[src/rtl/gb_cpu_common_pkg.sv]
// Shared types and constants for the CPU memory-bus and OAM DMA logic.
package gb_cpu_common_pkg;

  localparam logic [15:0] DMA_REG_ADDR = 16'hFF46;
  localparam int          OAM_LEN      = 160;
  localparam logic [7:0]  HIGH_PAGE    = 8'hFF;

  typedef enum logic [1:0] {
    DMA_IDLE,
    DMA_START,
    DMA_XFER
  } dma_state_t;

  typedef enum logic [1:0] {
    REGION_MEM,
    REGION_IO,
    REGION_DMA_REG
  } addr_region_t;

  // Pages E0-FF are the echo of C0-DF; the DMA reads echo pages from work RAM.
  function automatic logic [7:0] dma_eff_src(input logic [7:0] src);
    return (src >= 8'hE0) ? (src - 8'h20) : src;
  endfunction

endpackage

[src/rtl/gb_dma_bus_router.sv]
// CPU address region decode and CPU/DMA steering onto the mem_*, io_* and read-data paths.
// GB_DMA_BUS_CONFLICT_EN: blocked CPU reads return the byte the DMA is reading (else 8'hFF).
module gb_dma_bus_router #(
  parameter logic [15:0] DMA_REG_ADDR = gb_cpu_common_pkg::DMA_REG_ADDR
) (
  input  logic [15:0] cpu_addr_i,
  input  logic [7:0]  cpu_data_i,
  input  logic        cpu_wr_i,
  output logic [7:0]  cpu_data_o,
  input  logic        cpu_blocked_i,
  input  logic        dma_rd_i,
  input  logic [15:0] dma_addr_i,
  input  logic [7:0]  src_reg_i,
  output gb_cpu_common_pkg::addr_region_t region_o,
  output logic [15:0] mem_addr_o,
  output logic [7:0]  mem_data_o,
  output logic        mem_wr_o,
  input  logic [7:0]  mem_data_i,
  output logic [7:0]  io_addr_o,
  output logic [7:0]  io_data_o,
  output logic        io_wr_o,
  input  logic [7:0]  io_data_i
);
  import gb_cpu_common_pkg::*;

  logic [7:0] blocked_rd;

`ifdef GB_DMA_BUS_CONFLICT_EN
  assign blocked_rd = mem_data_i;
`else
  assign blocked_rd = 8'hFF;
`endif

  always_comb begin
    region_o = REGION_MEM;
    if (cpu_addr_i == DMA_REG_ADDR) begin
      region_o = REGION_DMA_REG;
    end else if (cpu_addr_i[15:8] == HIGH_PAGE) begin
      region_o = REGION_IO;
    end
  end

  assign io_addr_o  = cpu_addr_i[7:0];
  assign io_data_o  = cpu_data_i;
  assign io_wr_o    = cpu_wr_i && (region_o == REGION_IO);

  assign mem_addr_o = dma_rd_i ? dma_addr_i : cpu_addr_i;
  assign mem_data_o = cpu_data_i;
  assign mem_wr_o   = cpu_wr_i && (region_o == REGION_MEM) && !cpu_blocked_i;

  always_comb begin
    cpu_data_o = mem_data_i;
    case (region_o)
      REGION_DMA_REG: cpu_data_o = src_reg_i;
      REGION_IO:      cpu_data_o = io_data_i;
      default:        cpu_data_o = cpu_blocked_i ? blocked_rd : mem_data_i;
    endcase
  end

endmodule

[src/rtl/gb_oam_dma_ctrl.sv]
// OAM DMA engine: FF46 write copies 160 bytes from {src,00} into OAM, one per M-cycle.
// Blocked CPU read data is selected by GB_DMA_BUS_CONFLICT_EN (see gb_dma_bus_router).
//
// state     | meaning
// ----------+---------------------------------------------------------------
// DMA_IDLE  | CPU owns the main bus
// DMA_START | START_DELAY cycles before the first byte; CPU blocked on restart
// DMA_XFER  | one byte per cycle from {eff_src, idx} to OAM[idx]; CPU blocked
module gb_oam_dma_ctrl #(
  parameter int          OAM_LEN      = gb_cpu_common_pkg::OAM_LEN,
  parameter logic [15:0] DMA_REG_ADDR = gb_cpu_common_pkg::DMA_REG_ADDR,
  parameter int          START_DELAY  = 1
) (
  input  logic        clk,
  input  logic        reset,
  input  logic [15:0] cpu_addr_i,
  input  logic [7:0]  cpu_data_i,
  input  logic        cpu_wr_i,
  output logic [7:0]  cpu_data_o,
  output logic [15:0] mem_addr_o,
  output logic [7:0]  mem_data_o,
  output logic        mem_wr_o,
  input  logic [7:0]  mem_data_i,
  output logic [7:0]  io_addr_o,
  output logic [7:0]  io_data_o,
  output logic        io_wr_o,
  input  logic [7:0]  io_data_i,
  output logic [7:0]  oam_addr_o,
  output logic [7:0]  oam_data_o,
  output logic        oam_wr_o,
  output logic        dma_active_o
);
  import gb_cpu_common_pkg::*;

  localparam int               CNT_W    = (START_DELAY > 1) ? $clog2(START_DELAY) : 1;
  localparam logic [CNT_W-1:0] CNT_LOAD = CNT_W'(START_DELAY - 1);
  localparam logic [7:0]       IDX_LAST = 8'(OAM_LEN - 1);

  dma_state_t       state_q, state_d;
  logic [7:0]       idx_q, idx_d;
  logic [7:0]       src_q, src_d;
  logic [CNT_W-1:0] cnt_q, cnt_d;
  logic             blk_q, blk_d;

  addr_region_t     region;
  logic             reg_wr;
  logic             cpu_blocked;
  logic             dma_rd;
  logic [15:0]      dma_addr;

  assign reg_wr      = cpu_wr_i && (region == REGION_DMA_REG);
  assign dma_rd      = (state_q == DMA_XFER);
  assign cpu_blocked = dma_rd || ((state_q == DMA_START) && blk_q);
  assign dma_addr    = {dma_eff_src(src_q), idx_q};

  always_comb begin
    state_d = state_q;
    idx_d   = idx_q;
    src_d   = src_q;
    cnt_d   = cnt_q;
    blk_d   = blk_q;
    if (reg_wr) begin
      src_d = cpu_data_i;
    end
    case (state_q)
      DMA_IDLE: begin
        if (reg_wr) begin
          state_d = DMA_START;
          cnt_d   = CNT_LOAD;
          blk_d   = 1'b0;
        end
      end
      DMA_START: begin
        if (reg_wr) begin
          cnt_d = CNT_LOAD;
        end else if (cnt_q == '0) begin
          state_d = DMA_XFER;
          idx_d   = '0;
        end else begin
          cnt_d = cnt_q - 1'b1;
        end
      end
      DMA_XFER: begin
        // A restart wins over the terminal count; the current byte still lands.
        if (reg_wr) begin
          state_d = DMA_START;
          cnt_d   = CNT_LOAD;
          blk_d   = 1'b1;
          idx_d   = '0;
        end else if (idx_q == IDX_LAST) begin
          state_d = DMA_IDLE;
          idx_d   = '0;
        end else begin
          idx_d = idx_q + 8'd1;
        end
      end
      default: begin
        state_d = DMA_IDLE;
        idx_d   = '0;
      end
    endcase
  end

  always_ff @(posedge clk or negedge reset) begin
    if (!reset) begin
      state_q <= DMA_IDLE;
      idx_q   <= '0;
      src_q   <= '0;
      cnt_q   <= '0;
      blk_q   <= 1'b0;
    end else begin
      state_q <= state_d;
      idx_q   <= idx_d;
      src_q   <= src_d;
      cnt_q   <= cnt_d;
      blk_q   <= blk_d;
    end
  end

  assign oam_addr_o   = idx_q;
  assign oam_data_o   = mem_data_i;
  assign oam_wr_o     = dma_rd;
  assign dma_active_o = (state_q != DMA_IDLE);

  gb_dma_bus_router #(
    .DMA_REG_ADDR (DMA_REG_ADDR)
  ) u_router (
    .cpu_addr_i    (cpu_addr_i),
    .cpu_data_i    (cpu_data_i),
    .cpu_wr_i      (cpu_wr_i),
    .cpu_data_o    (cpu_data_o),
    .cpu_blocked_i (cpu_blocked),
    .dma_rd_i      (dma_rd),
    .dma_addr_i    (dma_addr),
    .src_reg_i     (src_q),
    .region_o      (region),
    .mem_addr_o    (mem_addr_o),
    .mem_data_o    (mem_data_o),
    .mem_wr_o      (mem_wr_o),
    .mem_data_i    (mem_data_i),
    .io_addr_o     (io_addr_o),
    .io_data_o     (io_data_o),
    .io_wr_o       (io_wr_o),
    .io_data_i     (io_data_i)
  );

endmodule

[config.mk]
export PLATFORM = sky130hd
export DESIGN_NAME = gb_oam_dma_ctrl
export DESIGN_NICKNAME = d
export VERILOG_FILES = /design/src/rtl/gb_cpu_common_pkg.sv /design/src/rtl/gb_dma_bus_router.sv /design/src/rtl/gb_oam_dma_ctrl.sv
export SDC_FILE = /design/constraint.sdc
export NUM_CORES = 1
export LEC_CHECK = 0
export CAP_MARGIN = 25
export CELL_PAD_IN_SITES_DETAIL_PLACEMENT = 2
export CELL_PAD_IN_SITES_GLOBAL_PLACEMENT = 2
export CORE_MARGIN = 2
export CORE_UTILIZATION = 16
export CTS_CLUSTER_DIAMETER = 150
export CTS_CLUSTER_SIZE = 40
export DETAILED_ROUTE_END_ITERATION = 8
export HOLD_SLACK_MARGIN = 0.15
export MAX_ROUTING_LAYER = met4
export PLACE_DENSITY = 0.74
export SETUP_SLACK_MARGIN = 0.2
export SKIP_CTS_REPAIR_TIMING = 1
export SLEW_MARGIN = 20
export SYNTH_ARGS = -nofsm -noshare
export SYNTH_HDL_FRONTEND = slang
export SYNTH_SLANG_ARGS = --single-unit
[constraint.sdc]
create_clock -name clk -period 1.7 [get_ports clk]
set_clock_uncertainty 0.05 [all_clocks]
set_input_delay 0.34 -clock clk [delete_from_list [all_inputs] [get_ports clk]]
set_output_delay 0.34 -clock clk [all_outputs]
set_load 0.05 [all_outputs]
### After elaboration in Yosys (flattened, before gate mapping)

Cells that the tools add are included.

| storage, ports and cells | value |
|---|---|
| register bits | 20 |
| bits of input ports | 43 |
| output and inout port bits | 68 |
| logic and storage cells | 63 |

| cells by class | value |
|---|---|
| add/sub/neg operators | 3 |
| $lt $le $gt $ge | 1 |
| equal/unequal tests | 13 |
| multiplexer cells | 23 |
| bitwise logic cells | 1 |
| reductions and logical operators | 17 |

Operators by type and width:

| kind | number |
|---|---|
| 2-to-1 mux 8 bit | 6 |
| one-hot mux 8 bit (3 select lines) | 1 |
| equality test 16 bit (second input constant) | 1 |
| equality test 8 bit (second input constant) | 2 |
| 2-to-1 mux 16 bit | 1 |
| one-hot mux 8 bit (2 select lines) | 1 |
| 2-to-1 mux 2 bit | 6 |
| adder 8 x 1 -> 8 bit (second input constant) | 1 |
| >= comparator 8 bit (second input constant) | 1 |
| != test 2 bit (second input constant) | 4 |
| subtractor 8 x 6 -> 8 bit (second input constant) | 1 |
| one-hot mux 2 bit (3 select lines) | 1 |
| AND reduction 3 bit | 2 |
| nonzero test 2 bit | 3 |
| logical AND 1 bit | 5 |
| 2-to-1 mux 1 bit | 5 |
| equality test 2 x 1 -> 1 bit (second input constant) | 2 |
| equality test 2 bit (second input constant) | 2 |
| zero test 2 bit | 2 |
| one-hot mux 1 bit (2 select lines) | 2 |
| AND reduction 4 bit | 1 |
| != test 3 x 2 -> 1 bit (second input constant) | 1 |
| != test 2 x 1 -> 1 bit (second input constant) | 1 |
| AND reduction 2 bit | 1 |
| other kinds (5) | 5 |

### Longest topological paths before layout

| depth | value |
|---|---|
| word-level depth | 7 |
| depth in mapped cells | 8 |
| depth with buffers taken out | 6 |

### By module

Synthesis repeated with hierarchy kept, for this count alone.

| second synthesis, totals | value |
|---|---|
| cells, all modules | 215 |
| area, all modules | 1794.2 sq um |

By module, submodules not included:

| module | times used | cells an instance | area an instance (sq um) | sequential area each (sq um) |
|---|---|---|---|---|
| gb_oam_dma_ctrl | 1 | 122 | 1093.5 | 475.5 |
| gb_dma_bus_router | 1 | 93 | 700.7 | 0.0 |

### Worst setup path after synthesis

No wires, ideal clock.

| timing path | value |
|---|---|
| kind | input to output |
| start | in cpu_addr_i[4] |
| end | out cpu_data_o[7] |
| arrival | 1.982 ns |
| data required time | 1.310 ns |
| path slack | -0.672 ns |
| stages on the path | 5 |
| path buffers | 1 |
| cells stage by stage | nor4b_2 > and2_1 > buf_2 > nand2_1 > a31oi_1 |

| on the way | value |
|---|---|
| longest elaborated chain between the ends | 4 |
| elaborated cells between the ends (all ways) | 5 |
| those cells by class | eq/ne: 3; mux: 2 |

Ends and longest elaborated chain:

| what | RTL line | source |
|---|---|---|
| from (decl) | gb_oam_dma_ctrl.sv:16 | `input logic [15:0] cpu_addr_i,` |
| equality test 16 bit (*) | gb_dma_bus_router.sv:36 | `if (cpu_addr_i == DMA_REG_ADDR) begin` |
| 2-to-1 mux 2 bit (*) | gb_dma_bus_router.sv:36 |  |
| equality test 2 x 1 -> 1 bit or equality test 2 bit (tied branches) | gb_dma_bus_router.sv:53 | `case (region_o)` |
| one-hot mux 8 bit (2 select lines) (*) | gb_dma_bus_router.sv:53 |  |
| to (decl) | gb_oam_dma_ctrl.sv:19 | `output logic [7:0] cpu_data_o,` |

Mark *: on every way between the ends. The rest lies on a longest branch, timed or not.

### Worst setup path in the final report

| timing path | value |
|---|---|
| start | reg state_q[0] |
| end | out cpu_data_o[3] |

| on the way | value |
|---|---|
| longest elaborated chain between the ends | 5 |
| elaborated cells between the ends (all ways) | 6 |
| those cells by class | eq/ne: 2; mux: 2; reduce/logical: 2 |

Ends and longest elaborated chain:

| what | RTL line | source |
|---|---|---|
| from (decl) | gb_oam_dma_ctrl.sv:39 | `dma_state_t state_q, state_d;` |
| from (signal assigned) | gb_oam_dma_ctrl.sv:112 | `state_q <= state_d;` |
| equality test 2 x 1 -> 1 bit | gb_oam_dma_ctrl.sv:53 | `assign cpu_blocked = dma_rd \|\| ((state_q == DMA_START) && blk_q);` |
| logical AND 1 bit | gb_oam_dma_ctrl.sv:53 |  |
| logical OR 1 bit (*) | gb_oam_dma_ctrl.sv:53 |  |
| 2-to-1 mux 8 bit (*) | gb_dma_bus_router.sv:56 | `default: cpu_data_o = cpu_blocked_i ? blocked_rd : mem_data_i;` |
| one-hot mux 8 bit (2 select lines) (*) | gb_dma_bus_router.sv:53 |  |

Marks and branches as above.

==> metrics.json <==
{
  "slew-limit-headroom": {"value": 78.0, "unit": "%"},
  "postPlaceCellArea": {"value": 0.00411, "unit": "mm2"},
  "power_per_cell_area": {"value": 1240, "unit": "mW/mm2"},
  "max-clock-path-buffers": {"value": 2},
  "fin_area": {"value": 0.00467, "unit": "mm2"},
  "required": {"value": 1310, "unit": "ps"},
  "timing.critical_path.fanout_max": {"value": 5},
  "ys.warnings.count": {"value": 0},
  "async_flop_share": {"value": 100, "unit": "%"},
  "ff_latch_area": {"value": 477, "unit": "um2"},
  "timing_worst_slew_pin_value": {"value": 330, "unit": "ps"},
  "post-route-worst-setup-slack": {"value": -411, "unit": "ps"},
  "via_count_of_the_routed_design": {"value": 2263},
  "count_of_distinct_cell_types_in_the_synthesized_netlist": {"value": 34},
  "rr_worst_depth": {"value": 6},
  "final_hold_viol_count": {"value": 0},
  "multi_input_gate_area": {"value": 0.00156, "unit": "mm2"},
  "numClockSinks": {"value": 19},
  "tritoncts": {"value": "yes"},
  "syn-instance-count": {"value": 236},
  "yosysSeqAreaShare": {"value": 28.6, "unit": "%"},
  "floorplan.die.height": {"value": 106, "unit": "um"},
  "cts.reportedPaths.clkPinSlew": {"value": 80, "unit": "ps"},
  "timing.critical_path.arrival": {"value": 1720, "unit": "ps"},
  "grt_pass1_vias": {"value": 2439},
  "dp.final_hpwl": {"value": 7460, "unit": "um"},
  "dp.cells": {"value": 481},
  "clk-insertion-delay-late": {"value": 290, "unit": "ps"},
  "floorplan.core_area": {"value": 0.0102, "unit": "mm2"},
  "setup.worst_path.start_class": {"value": "flop"},
  "top_level_ports": {"value": 111},
  "initial_antenna_violation_count": {"value": 0},
  "synth_fp_nets": {"value": 281},
  "grt.overflow.total": {"value": 0},
  "cts_max_level": {"value": 1},
  "row_count": {"value": 37},
  "synth_area": {"value": 0.00166, "unit": "mm2"},
  "report.final.slew_viol_count": {"value": 0},
  "postSynthAreaPerCell": {"value": 7.04, "unit": "um2"},
  "global_route_wire_length_before_repair": {"value": 13700, "unit": "um"},
  "cts.root.buffer_cell": {"value": "sky130_fd_sc_hd__clkbuf_8"},
  "failed_checks": {"value": "setup timing"},
  "wl_per_cell": {"value": 24.2, "unit": "um"},
  "area_delta_synth_final": {"value": 181, "unit": "%"},
  "number_of_detailed_routing_iterations_run_before_antenna_repair": {"value": 5},
  "crit_path_end_kind": {"value": "primary output"},
  "worstSetupPathType": {"value": "flop to primary output"},
  "initial_core_util": {"value": 16.3, "unit": "%"},
  "holdWs": {"value": 337, "unit": "ps"},
  "maxClockFrequency": {"value": 474, "unit": "MHz"},
  "vdd_ir_drop_max": {"value": 0.666, "unit": "mV"},
  "routabilityCongestion": {"value": 0.798},
  "antenna-diode-count": {"value": 0},
  "final_worst_path_period_share": {"value": 124, "unit": "%"},
  "die_w": {"value": 106, "unit": "um"},
  "detailed_route_drc_error_count": {"value": 0},
  "cts_made_buffers": {"value": 3},
  "totalPowerFinal": {"value": 5.79, "unit": "mW"},
  "rsz0062_at_grt": {"value": "yes"},
  "layoutNonFillerInstCount": {"value": 504},
  "num-fill-cells": {"value": 996},
  "overall_fraction_of_global_route_tracks_in_use": {"value": 16.0, "unit": "%"},
  "ys.flop_type": {"value": "sky130_fd_sc_hd__dfrtp_1"},
  "type_of_the_worst_min_delay_path": {"value": "primary input to asynchronous set/reset pin"},
  "drtAntennaViolNets": {"value": 0},
  "num-nets-final": {"value": 414},
  "detail_route.iter0.violations": {"value": 80},
  "layout-drive-gt1-share": {"value": 67.4, "unit": "%"},
  "io_buffer_count": {"value": 110},
  "timing.max_cap.violations": {"value": 0},
  "ff_latch_count_synth": {"value": 19},
  "detailed_route_wl": {"value": 12200, "unit": "um"},
  "die_area": {"value": 0.0112, "unit": "mm2"},
  "finalSetupViolCount": {"value": 30},
  "status": {"value": "finished with violations"},
  "maximum_number_of_pins_on_one_net_before_global_route_repair": {"value": 20},
  "synth_enable_flop_cells": {"value": 0},
  "route.detailed.vias_per_inst": {"value": 4.49},
  "power.leakage": {"value": 2.25, "unit": "nW"},
  "tns": {"value": -7080, "unit": "ps"},
  "final.min_clock_period": {"value": 2110, "unit": "ps"}
}
-- logic make-up (layout without fill, tap and decap cells) --
kind of cell | count (synthesis) | after routing | share of synthesized area, %
buf+inv | 55 | 185 | 22.2
simple gates | 127 | 129 | 33.7
compound gates | 29 | 29 | 11.5
mux | 4 | 4 | 2.48
flops | 19 | 19 | 28.6
fa+ha+maj | 2 | 2 | 1.51
-- sequential cells by signal, indices dropped and copies added, names as in the netlist --
register and flops:
oam_addr_o 8, src_q 8, state_q 2, blk_q 1
-- power breakdown --
group / switching [mW] / internal, mW
clock: 0.190 / 0.168
sequential: 0.142 / 0.554
combinational: 2.64 / 2.09
-- worst max-delay path, cell delays in order (launching register included) --
cell                       delay (ps)
sky130_fd_sc_hd__dfrtp_1          410
sky130_fd_sc_hd__nand2b_4         170
sky130_fd_sc_hd__inv_4             50
sky130_fd_sc_hd__a21oi_4          190
sky130_fd_sc_hd__buf_12           140
sky130_fd_sc_hd__nand2_8           90
sky130_fd_sc_hd__nor2_4           140
sky130_fd_sc_hd__a31oi_4           60
sky130_fd_sc_hd__buf_12           170
-- Yosys cell counts, drive strengths merged, types with 2 or more instances --
cell type / number / area (um2)
nand2: 82 / 310
buf: 49 / 347
dfrtp: 19 / 475
nor2: 18 / 70.1
nand3: 10 / 55.1
a21oi: 9 / 45.0
a31oi: 8 / 50.1
inv: 6 / 22.5
nand4: 6 / 37.5
o21ai: 6 / 30.0
mux2i: 3 / 30.0
ha: 2 / 25.0
nor3: 2 / 10.0
o22ai: 2 / 12.5
or2: 2 / 15.0
-- layer usage --
layer	vias up	global-route usage [%]	part of all wire, %
li1	1012	-	-
met2	72	30.2	57
met1	1166	18.2	38
met5	-	-	0
met3	13	1.41	2.9
met4	0	3.95	2.2
-- cell usage in the layout (no fill, tap or decap), drive strengths merged, types with 3 or more instances in the layout --
cell type      instances
buf                  137
nand2                 83
dfrtp                 19
nor2                  18
dlymetal6s2s          17
clkbuf                14
clkdlybuf4s50         11
nand3                 10
a21oi                  9
a31oi                  8
nand4                  6
o21ai                  6
inv                    6
mux2i                  3
-- through the flow --
step / util [%] / setup slack, ps
2_1_floorplan: - / -97.0
3_3_place_gp: 40.4 / -585
3_5_place_dp: 40.4 / -642
4_1_cts: 40.8 / -640
5_1_grt: 45.8 / -462
6_report: 45.8 / -411
-- layout make-up --
class / count / share of cell area (%)
multi-input combinational: 164 / 33.5
sequential: 19 / 10.2
timing repair buffer: 175 / 51.2
clock buffer: 4 / 0.965
inverter: 6 / 0.536
tap: 136 / 3.65
-- final timing paths --
kind                                     from            end  slack (ps)
worst max-delay path               state_q[0]  cpu_data_o[3]        -410
min in group clk                cpu_data_i[1]       src_q[1]         360
worst min-delay path                    reset  oam_addr_o[1]         340
max in group asynchronous               reset     state_q[1]        1020
worst min register to register       src_q[1]       src_q[1]         550
worst max register to register  oam_addr_o[0]  oam_addr_o[7]          30
Power figures use the tool's default switching activity.
